[config.mk]
export PLATFORM = sky130hd
export DESIGN_NAME = ps2_rx_frame_flat
export DESIGN_NICKNAME = d
export VERILOG_FILES = /design/src/rtl/ps2_rx_frame_if.sv /design/src/rtl/ps2_rx_frame.sv /design/src/flat_wrapper.sv
export SDC_FILE = /design/constraint.sdc
export NUM_CORES = 1
export LEC_CHECK = 0
export CAP_MARGIN = 10
export CELL_PAD_IN_SITES_DETAIL_PLACEMENT = 1
export CELL_PAD_IN_SITES_GLOBAL_PLACEMENT = 2
export CORE_UTILIZATION = 34
export DETAILED_ROUTE_END_ITERATION = 8
export PLACE_DENSITY_LB_ADDON = 0.1
export RECOVER_POWER = 25
export SYNTH_ARGS = -nofsm -noshare
export SYNTH_HDL_FRONTEND = slang
export SYNTH_SLANG_ARGS = --single-unit
[constraint.sdc]
create_clock -name clk -period 1.66 [get_ports clk]
set_input_delay 0.332 -clock clk [delete_from_list [all_inputs] [get_ports clk]]
set_output_delay 0.332 -clock clk [all_outputs]
set_load 0.05 [all_outputs]
[src/rtl/ps2_rx_frame_if.sv]
// PS/2 receiver bundle: raw pad inputs, the enable, and the received byte/status.
// The slave modport is the receiver. The master modport is the pad/consumer side.
interface ps2_rx_frame_if;
  logic       ps2d;
  logic       ps2c;
  logic       rx_en;
  logic [7:0] dout;
  logic       rx_done_tick;
  logic       parity_err;
  logic       frame_err;
  logic       timeout_tick;

  modport slave (
    input  ps2d, ps2c, rx_en,
    output dout, rx_done_tick, parity_err, frame_err, timeout_tick
  );

  modport master (
    output ps2d, ps2c, rx_en,
    input  dout, rx_done_tick, parity_err, frame_err, timeout_tick
  );
endinterface

[src/rtl/ps2_rx_frame.sv]
// PS/2 device-to-host frame receiver: sync, ps2c glitch filter, 11-bit frame shift-in.
// Optional inter-edge watchdog enabled by defining PS2_RX_TIMEOUT_EN.
module ps2_rx_frame #(
  parameter int FILTER_LEN     = 8,
  parameter int TIMEOUT_CYCLES = 100000
) (
  input  logic           clk,
  input  logic           reset,
  ps2_rx_frame_if.slave  bus
);

  typedef enum logic [1:0] {IDLE, DPS, LOAD} state_t;

  state_t                state_reg;
  logic [1:0]            ps2c_sync_reg;
  logic [1:0]            ps2d_sync_reg;
  logic [FILTER_LEN-1:0] filter_reg;
  logic [FILTER_LEN-1:0] filter_next;
  logic                  filtered_reg;
  logic                  filtered_next;
  logic                  fall_tick;
  logic [3:0]            n_reg;
  logic [10:0]           b_reg;
  logic [10:0]           b_next;
  logic [7:0]            dout_reg;
  logic                  rx_done_tick_reg;
  logic                  parity_err_reg;
  logic                  frame_err_reg;
  logic                  ps2c_s;
  logic                  ps2d_s;

  assign ps2c_s = ps2c_sync_reg[1];
  assign ps2d_s = ps2d_sync_reg[1];

  // Filtered clock only changes on a full run of identical samples
  assign filter_next = {ps2c_s, filter_reg[FILTER_LEN-1:1]};

  always_comb begin
    filtered_next = filtered_reg;
    if (&filter_next)
      filtered_next = 1'b1;
    else if (~|filter_next)
      filtered_next = 1'b0;
  end

  assign fall_tick = filtered_reg & ~filtered_next;
  assign b_next    = {ps2d_s, b_reg[10:1]};

`ifdef PS2_RX_TIMEOUT_EN
  localparam int CNT_W = (TIMEOUT_CYCLES > 2) ? $clog2(TIMEOUT_CYCLES) : 1;

  logic [CNT_W-1:0] cnt_reg;
  logic             timeout_tick_reg;
  logic             timeout_hit;

  assign timeout_hit = (cnt_reg == CNT_W'(TIMEOUT_CYCLES - 1));

  always_ff @(posedge clk) begin
    if (reset)
      cnt_reg <= '0;
    else if (state_reg != DPS || fall_tick)
      cnt_reg <= '0;
    else
      cnt_reg <= cnt_reg + CNT_W'(1);
  end

  assign bus.timeout_tick = timeout_tick_reg;
`else
  logic unused_timeout_cfg;
  assign unused_timeout_cfg = (TIMEOUT_CYCLES > 1);
  assign bus.timeout_tick   = 1'b0;
`endif

  always_ff @(posedge clk) begin
    if (reset) begin
      state_reg        <= IDLE;
      ps2c_sync_reg    <= 2'b11;
      ps2d_sync_reg    <= 2'b11;
      filter_reg       <= '0;
      filtered_reg     <= 1'b1;
      n_reg            <= '0;
      b_reg            <= '0;
      dout_reg         <= '0;
      rx_done_tick_reg <= 1'b0;
      parity_err_reg   <= 1'b0;
      frame_err_reg    <= 1'b0;
`ifdef PS2_RX_TIMEOUT_EN
      timeout_tick_reg <= 1'b0;
`endif
    end else begin
      ps2c_sync_reg    <= {ps2c_sync_reg[0], bus.ps2c};
      ps2d_sync_reg    <= {ps2d_sync_reg[0], bus.ps2d};
      filter_reg       <= filter_next;
      filtered_reg     <= filtered_next;
      rx_done_tick_reg <= 1'b0;
`ifdef PS2_RX_TIMEOUT_EN
      timeout_tick_reg <= 1'b0;
`endif
      case (state_reg)
        IDLE: begin
          if (fall_tick && bus.rx_en && !ps2d_s) begin
            b_reg     <= b_next;
            n_reg     <= 4'd9;
            state_reg <= DPS;
          end
        end
        DPS: begin
          if (fall_tick) begin
            b_reg <= b_next;
            if (n_reg == 4'd0) begin
              // Outputs are taken from the post-shift frame so they are valid in LOAD
              state_reg        <= LOAD;
              rx_done_tick_reg <= 1'b1;
              dout_reg         <= b_next[8:1];
              parity_err_reg   <= ~(^b_next[9:1]);
              frame_err_reg    <= ~b_next[10];
            end else begin
              n_reg <= n_reg - 4'd1;
            end
          end
`ifdef PS2_RX_TIMEOUT_EN
          else if (timeout_hit) begin
            state_reg        <= IDLE;
            n_reg            <= '0;
            timeout_tick_reg <= 1'b1;
          end
`endif
        end
        LOAD: begin
          state_reg <= IDLE;
        end
        default: begin
          state_reg <= IDLE;
        end
      endcase
    end
  end

  assign bus.dout         = dout_reg;
  assign bus.rx_done_tick = rx_done_tick_reg;
  assign bus.parity_err   = parity_err_reg;
  assign bus.frame_err    = frame_err_reg;

endmodule

[src/flat_wrapper.sv]
// flat-port wrapper written by rule: the top's interface ports become plain ports
module ps2_rx_frame_flat 
#(
  parameter int FILTER_LEN     = 8,
  parameter int TIMEOUT_CYCLES = 100000
)
  (clk, reset, bus_ps2d, bus_ps2c, bus_rx_en, bus_dout, bus_rx_done_tick, bus_parity_err, bus_frame_err, bus_timeout_tick);
  ps2_rx_frame_if bus_i ();
  input  logic clk;
  input  logic reset;
  input wire logic [$bits(bus_i.ps2d)-1:0] bus_ps2d;
  input wire logic [$bits(bus_i.ps2c)-1:0] bus_ps2c;
  input wire logic [$bits(bus_i.rx_en)-1:0] bus_rx_en;
  output wire logic [$bits(bus_i.dout)-1:0] bus_dout;
  output wire logic [$bits(bus_i.rx_done_tick)-1:0] bus_rx_done_tick;
  output wire logic [$bits(bus_i.parity_err)-1:0] bus_parity_err;
  output wire logic [$bits(bus_i.frame_err)-1:0] bus_frame_err;
  output wire logic [$bits(bus_i.timeout_tick)-1:0] bus_timeout_tick;
  assign bus_i.ps2d = bus_ps2d;
  assign bus_i.ps2c = bus_ps2c;
  assign bus_i.rx_en = bus_rx_en;
  assign bus_dout = bus_i.dout;
  assign bus_rx_done_tick = bus_i.rx_done_tick;
  assign bus_parity_err = bus_i.parity_err;
  assign bus_frame_err = bus_i.frame_err;
  assign bus_timeout_tick = bus_i.timeout_tick;
  ps2_rx_frame #(.FILTER_LEN(FILTER_LEN), .TIMEOUT_CYCLES(TIMEOUT_CYCLES)) u_core (.clk(clk), .reset(reset), .bus(bus_i));
endmodule
# [Yosys cells after proc, flatten, opt, wreduce, memory -nomap -nowiden]
# Cells that the tools add are included.
[op_classes] n_mux=14 add_sub_neg=1 n_reduce_logical=14 eq_ne=5 bitwise_logic=6
[ops] cell="2-to-1 mux 11 bit" n=2
[ops] cell="one-hot mux 11 bit (2 select lines)" n=1
[ops] cell="2-to-1 mux 4 bit" n=3
[ops] cell="AND reduction 3 bit" n=3
[ops] cell="parity 9 bit" n=1
[ops] cell="one-hot mux 4 bit (2 select lines)" n=1
[ops] cell="AND reduction 8 bit" n=1
[ops] cell="OR reduction 8 bit" n=1
[ops] cell="2-to-1 mux 2 bit" n=3
[ops] cell="!= test 2 x 1 -> 1 bit, second input constant" n=3
[ops] cell="inverter 1 bit" n=5
[ops] cell="logical NOT 4 bit" n=1
[ops] cell="one-hot mux 2 bit (2 select lines)" n=1
[ops] cell="AND reduction 4 bit" n=1
[ops] cell="subtractor 4 x 1 -> 4 bit, second input constant" n=1
[ops] cell="2-to-1 mux 1 bit" n=3
[ops] cell="OR reduction 3 bit" n=1
[ops] cell="== test 2 x 1 -> 1 bit, second input constant" n=1
[ops] cell="logical AND 1 bit" n=2
[ops] cell="logical NOT 2 bit" n=1
[ops] cell="!= test 2 bit, second input constant" n=1
[ops] cell="nonzero test 2 bit" n=1
[ops] cell="AND 1 bit" n=1
[ops] cell="logical NOT 1 bit" n=1
[word_totals] word_cells=51 inputBits=5 reg_bits=41 out_inout_bits=12

# [Logic depth before layout (Yosys ltp)]
[depth] ltp_word=9 mapped_depth=7 depth_no_buf=6

# [Least setup slack after synthesis]
# No wires, ideal clock.
[synth_path] kind="flip-flop to flip-flop" start="reg u_core.n_reg[0]" end="reg u_core.parity_err_reg, in the netlist u_core.bus.parity_err" slack_ps=164 period_less_slack_ps=1496 setup_ps=86 n_path_buf=1 stages_incl_launch_ff=8 arrival_ps=1410 t_required_ps=1574 path_cell_list="dfxtp_1 -> inv_1 -> ha_1 -> nor3b_1 -> and2_1 -> buf_2 -> a21oi_1 -> a211oi_1"
[synth_between] elab_chain_len=2
[synth_lines] element="from (decl)" line_no="ps2_rx_frame.sv:22" source="logic [3:0] n_reg;"
[synth_lines] element="from (signal assigned)" line_no="ps2_rx_frame.sv:118" source="n_reg <= n_reg - 4'd1;"
[synth_lines] element="logical NOT 4 bit" line_no="ps2_rx_frame.sv:110" source="if (n_reg == 4'd0) begin"
[synth_lines] element="AND reduction 3 bit (no line)"
[synth_lines] element="to (signal assigned)" line_no="ps2_rx_frame.sv:115" source="parity_err_reg <= ~(^b_next[9:1]);"
[synth_lines] element="to (decl)" line_no="ps2_rx_frame.sv:27" source="logic parity_err_reg;"
# No other way between the ends.
# A chain may end at the register's enable or synchronous reset.

# [Worst setup path after layout]
[layout_path] start="reg u_core.filter_reg[7]" end="reg u_core.frame_err_reg, in the netlist u_core.bus.frame_err"
[layout_between] elab_chain_len=6 elab_cells_between_ends=7 classes_between="mux: 2; bitwise: 2; reduce/logical: 3"
[layout_lines] element="from (decl)" line_no="ps2_rx_frame.sv:17" source="logic [FILTER_LEN-1:0] filter_reg;"
[layout_lines] element="from (signal assigned)" line_no="ps2_rx_frame.sv:93" source="filter_reg <= filter_next;"
[layout_lines] element="OR reduction 8 bit" line_no="ps2_rx_frame.sv:42" source="else if (~|filter_next)"
[layout_lines] element="2-to-1 mux 1 bit" line_no="ps2_rx_frame.sv:42"
[layout_lines] element="2-to-1 mux 1 bit (*)" line_no="ps2_rx_frame.sv:40" source="if (&filter_next)"
[layout_lines] element="inverter 1 bit (*)" line_no="ps2_rx_frame.sv:46" source="assign fall_tick = filtered_reg & ~filtered_next;"
[layout_lines] element="AND 1 bit (*)" line_no="ps2_rx_frame.sv:46"
[layout_lines] element="AND reduction 3 bit (no line) (*)"
[layout_lines] element="to (signal assigned)" line_no="ps2_rx_frame.sv:116" source="frame_err_reg <= ~b_next[10];"
[layout_lines] element="to (decl)" line_no="ps2_rx_frame.sv:28" source="logic frame_err_reg;"
# Mark *: on every way between the ends. The rest lies on a longest branch, timed or not.

==> metrics.yaml <==
fillerInstances: 520
cpPeakStageDelay_ns: 0.39
ant_nets: 0
post_route_cells_drive_above_1_share: 0.239
vias: 1347
synth_flop_cell: "dfxtp_1"
initial_utilization: 0.360
grt_start_max_net_pins: 16
cpLargestDelayFamily: "simple AND/OR/NAND/NOR gates"
vdd.ir_drop.worst_mv: 0.466
clock-skew-final_ns: 0.00413
synthesis.nets: 180
syn_inst: 173
die_w_um: 70.3
min_period_ns: 1.58
clock-root-buffer: "clkbuf_8"
place.detailed.hpwl_um: 2850
die-area_mm2: 0.00495
die_h_um: 70.3
grt_use_total: 0.181
drt-pass1-iter-count: 4
edff_count_synth: 0
grt.overflow.total: 0
synth_warnings: 0
post-synth-top-area-fraction: 0.479
via_count_of_the_first_global_routing_pass: 1372
cts.sink_count: 38
power.share.switching: 0.218
max_cap_viol_count: 0
fraction_of_registers_with_async_set_reset: 0
worstPathArrival_ns: 1.81
count_of_unresolved_drc_violations_after_routing: 0
placement.io_buffers: 15
share_comb_of_total_power: 0.045
cts_tree: "yes"
antenna_found_initial: 0
critical_path.n_buffers_inverters: 1
critPathMaxFanout: 5
status: "finished, final reports clean"
share_seq_of_total_power: 0.529
grt_first_pass_wirelength_um: 6800
cts_inserted_buffers: 5
yosys-top-cells-area: "dfxtp_1 48%, a21oi_1 6.9%, nand3_1 5.7%, o21ai_1 5.0%, nor2b_1 3.9%"
switching_power_w: 0.000385
finalWorstSetupSlack_ns: 0.0790
largest_register_ffs: 9
dpl_worst_slack_ns: -0.201
power_frac_clock: 0.426
syn_to_final_growth_pct: 25.5
design.final.nets: 207
p_int_w: 0.00138
r2r_setup_slack_ns: 0.08
total_leakage_power_nw: 0.723
critical_path.slowest_cell: "nor4_4"
sequential_cell_area_um2: 761
yosys.cell_types.count: 36
floorplan.rows: 24
clkSlewWorstSetupHoldPaths_ns: 0.07
fraction_of_the_cycle_the_final_worst_path_needs: 0.952
cp_cell_sequence: "nor4_4 -> buf_4 -> nand4_1 -> or3_4 -> a21oi_2"
hp-class: "flip-flop to flip-flop"
final_hold_viol_count: 0
worstSetupEndpointType: "flip-flop"
antenna_cells_inserted: 0
setup_viol: 0
fmax_mhz: 632
multi_input_comb_area_um2: 771
powerDensity_mw_per_mm2: 884
final.setup.tns_ns: 0
clk-insertion-delay-late_ns: 0.29
first_iter_violations: 48
avgViaCountPerCell: 5.32
p_total_w: 0.00176
synth.yosys.seq_area_share: 0.479
timing.max_slew.rel_slack: 0.610
cts_htree_levels: 2
timing_worst_slew_pin_value_ns: 0.588
grt_setup_unrepaired: "no"
finalWirelength_um: 4090
cts-root-to-sink-buffers: 2
slew_violations: 0
synthesis.area_per_instance_um2: 9.18
average_wire_per_standard_cell_um: 16.2
postCtsHoldBufs: 0
gp_congestion: 0.896
cp.required_ns: 1.89
worst_setup_path_start_kind: "flip-flop"
ios: 17
yosys_register_bits: 38
placeableCoreArea_mm2: 0.00441
synth.largest_area_cell: "dfxtp_1"
syn-cell-area_mm2: 0.00159
path_class: "flip-flop to flip-flop"
## synthesized netlist by cell type, drive strengths merged (2+ instances only)
library cell,number
nor4,2
a211oi,2
or3,3
a21oi,22
nor3,4
o21ai,20
clkbuf,8
ha,2
inv,3
buf,5
nand2,3
nand4b,2
nor2,3
o31ai,2
xnor2,5
nand4,4
nor2b,10
nand3,18
dfxtp,38
or2,4
## cell usage in the layout, fill, tap and decap left out, types with 2 or more instances in the layout
| master | n |
|---|---|
| nand2_1 | 3 |
| o21ai_0 | 4 |
| nand4b_1 | 2 |
| dfxtp_1 | 38 |
| buf_12 | 2 |
| nor2b_1 | 10 |
| buf_4 | 25 |
| nor3_1 | 4 |
| nor2_1 | 3 |
| a21oi_1 | 21 |
| or2_2 | 4 |
| xnor2_1 | 5 |
| inv_1 | 3 |
| clkbuf_1 | 2 |
| a211oi_1 | 2 |
| o31ai_1 | 2 |
| nand4_1 | 4 |
| clkbuf_8 | 8 |
| ha_1 | 2 |
| nand3_1 | 18 |
| clkdlybuf4s50_1 | 3 |
| nor4_4 | 2 |
| o21ai_1 | 16 |
| or3_1 | 2 |
## power groups by stage
stage	Sequential (W)	Combinational (W)	Clock (W)
2_1_floorplan	0.000951	0.0000472	0
3_3_place_gp	0.000953	0.0000727	0
3_5_place_dp	0.000954	0.0000750	0
4_1_cts	0.000932	0.0000747	0.000777
5_1_grt	0.000934	0.0000872	0.000811
6_report	0.000932	0.0000800	0.000750
## metal layers
| metal | track usage | up-vias | wire length (µm) |
|---|---|---|---|
| met4 | 0.0667 | 0 | 44 |
| met5 | 0 | - | 0 |
| met3 | 0.0519 | 5 | 158 |
| met2 | 0.273 | 28 | 1870 |
| met1 | 0.243 | 645 | 2020 |
| li1 | - | 669 | - |
## cell families (layout without fill, tap and decap cells)
logic type / count (synthesis) / in the layout / share of synthesized area
AOI/OAI and AO/OA: 51 / 51 / 0.180
xor gates and xnor gates: 7 / 7 / 0.0473
adders and majority gates: 2 / 2 / 0.0158
buffers and inverters: 16 / 44 / 0.0489
DFF: 38 / 38 / 0.479
other: 1 / 1 / 0.00236
and+or+nand+nor: 58 / 58 / 0.227
## per-stage QoR
step	utilization	instances	hold WS, ns	cell area, µm²
floorplan	-	173	0.389	1590
global placement	0.416	242	0.400	1830
detailed placement	0.416	242	0.398	1830
CTS	0.440	250	0.418	1940
global route	0.452	253	0.434	1990
finish	0.452	253	0.415	1990
## area by class of cell
class	instances	share of cell area
Multi-Input combinational cell	119	0.387
Sequential cell	38	0.382
Timing Repair Buffer	33	0.138
Clock buffer	8	0.0552
Tap cell	52	0.0326
Inverter	3	0.00565
## final timing paths
check / start / endpoint / cells past startpoint
worst min-delay path: u_core.ps2c_sync_reg[0] / u_core.ps2c_sync_reg[1] / 1
worst min register to register: u_core.ps2c_sync_reg[0] / u_core.ps2c_sync_reg[1] / 1
worst max register to register: u_core.filter_reg[7] / u_core.bus.frame_err / 5
worst max-delay path: u_core.filter_reg[7] / u_core.bus.frame_err / 5
## timing repair
item	4_1_cts	5_1_grt
buffers inserted	0	3
setup endpoints to repair	0	23
resized for setup	0	5
endpoints found under the hold margin	0	0
(Power assumes the default switching activity.)
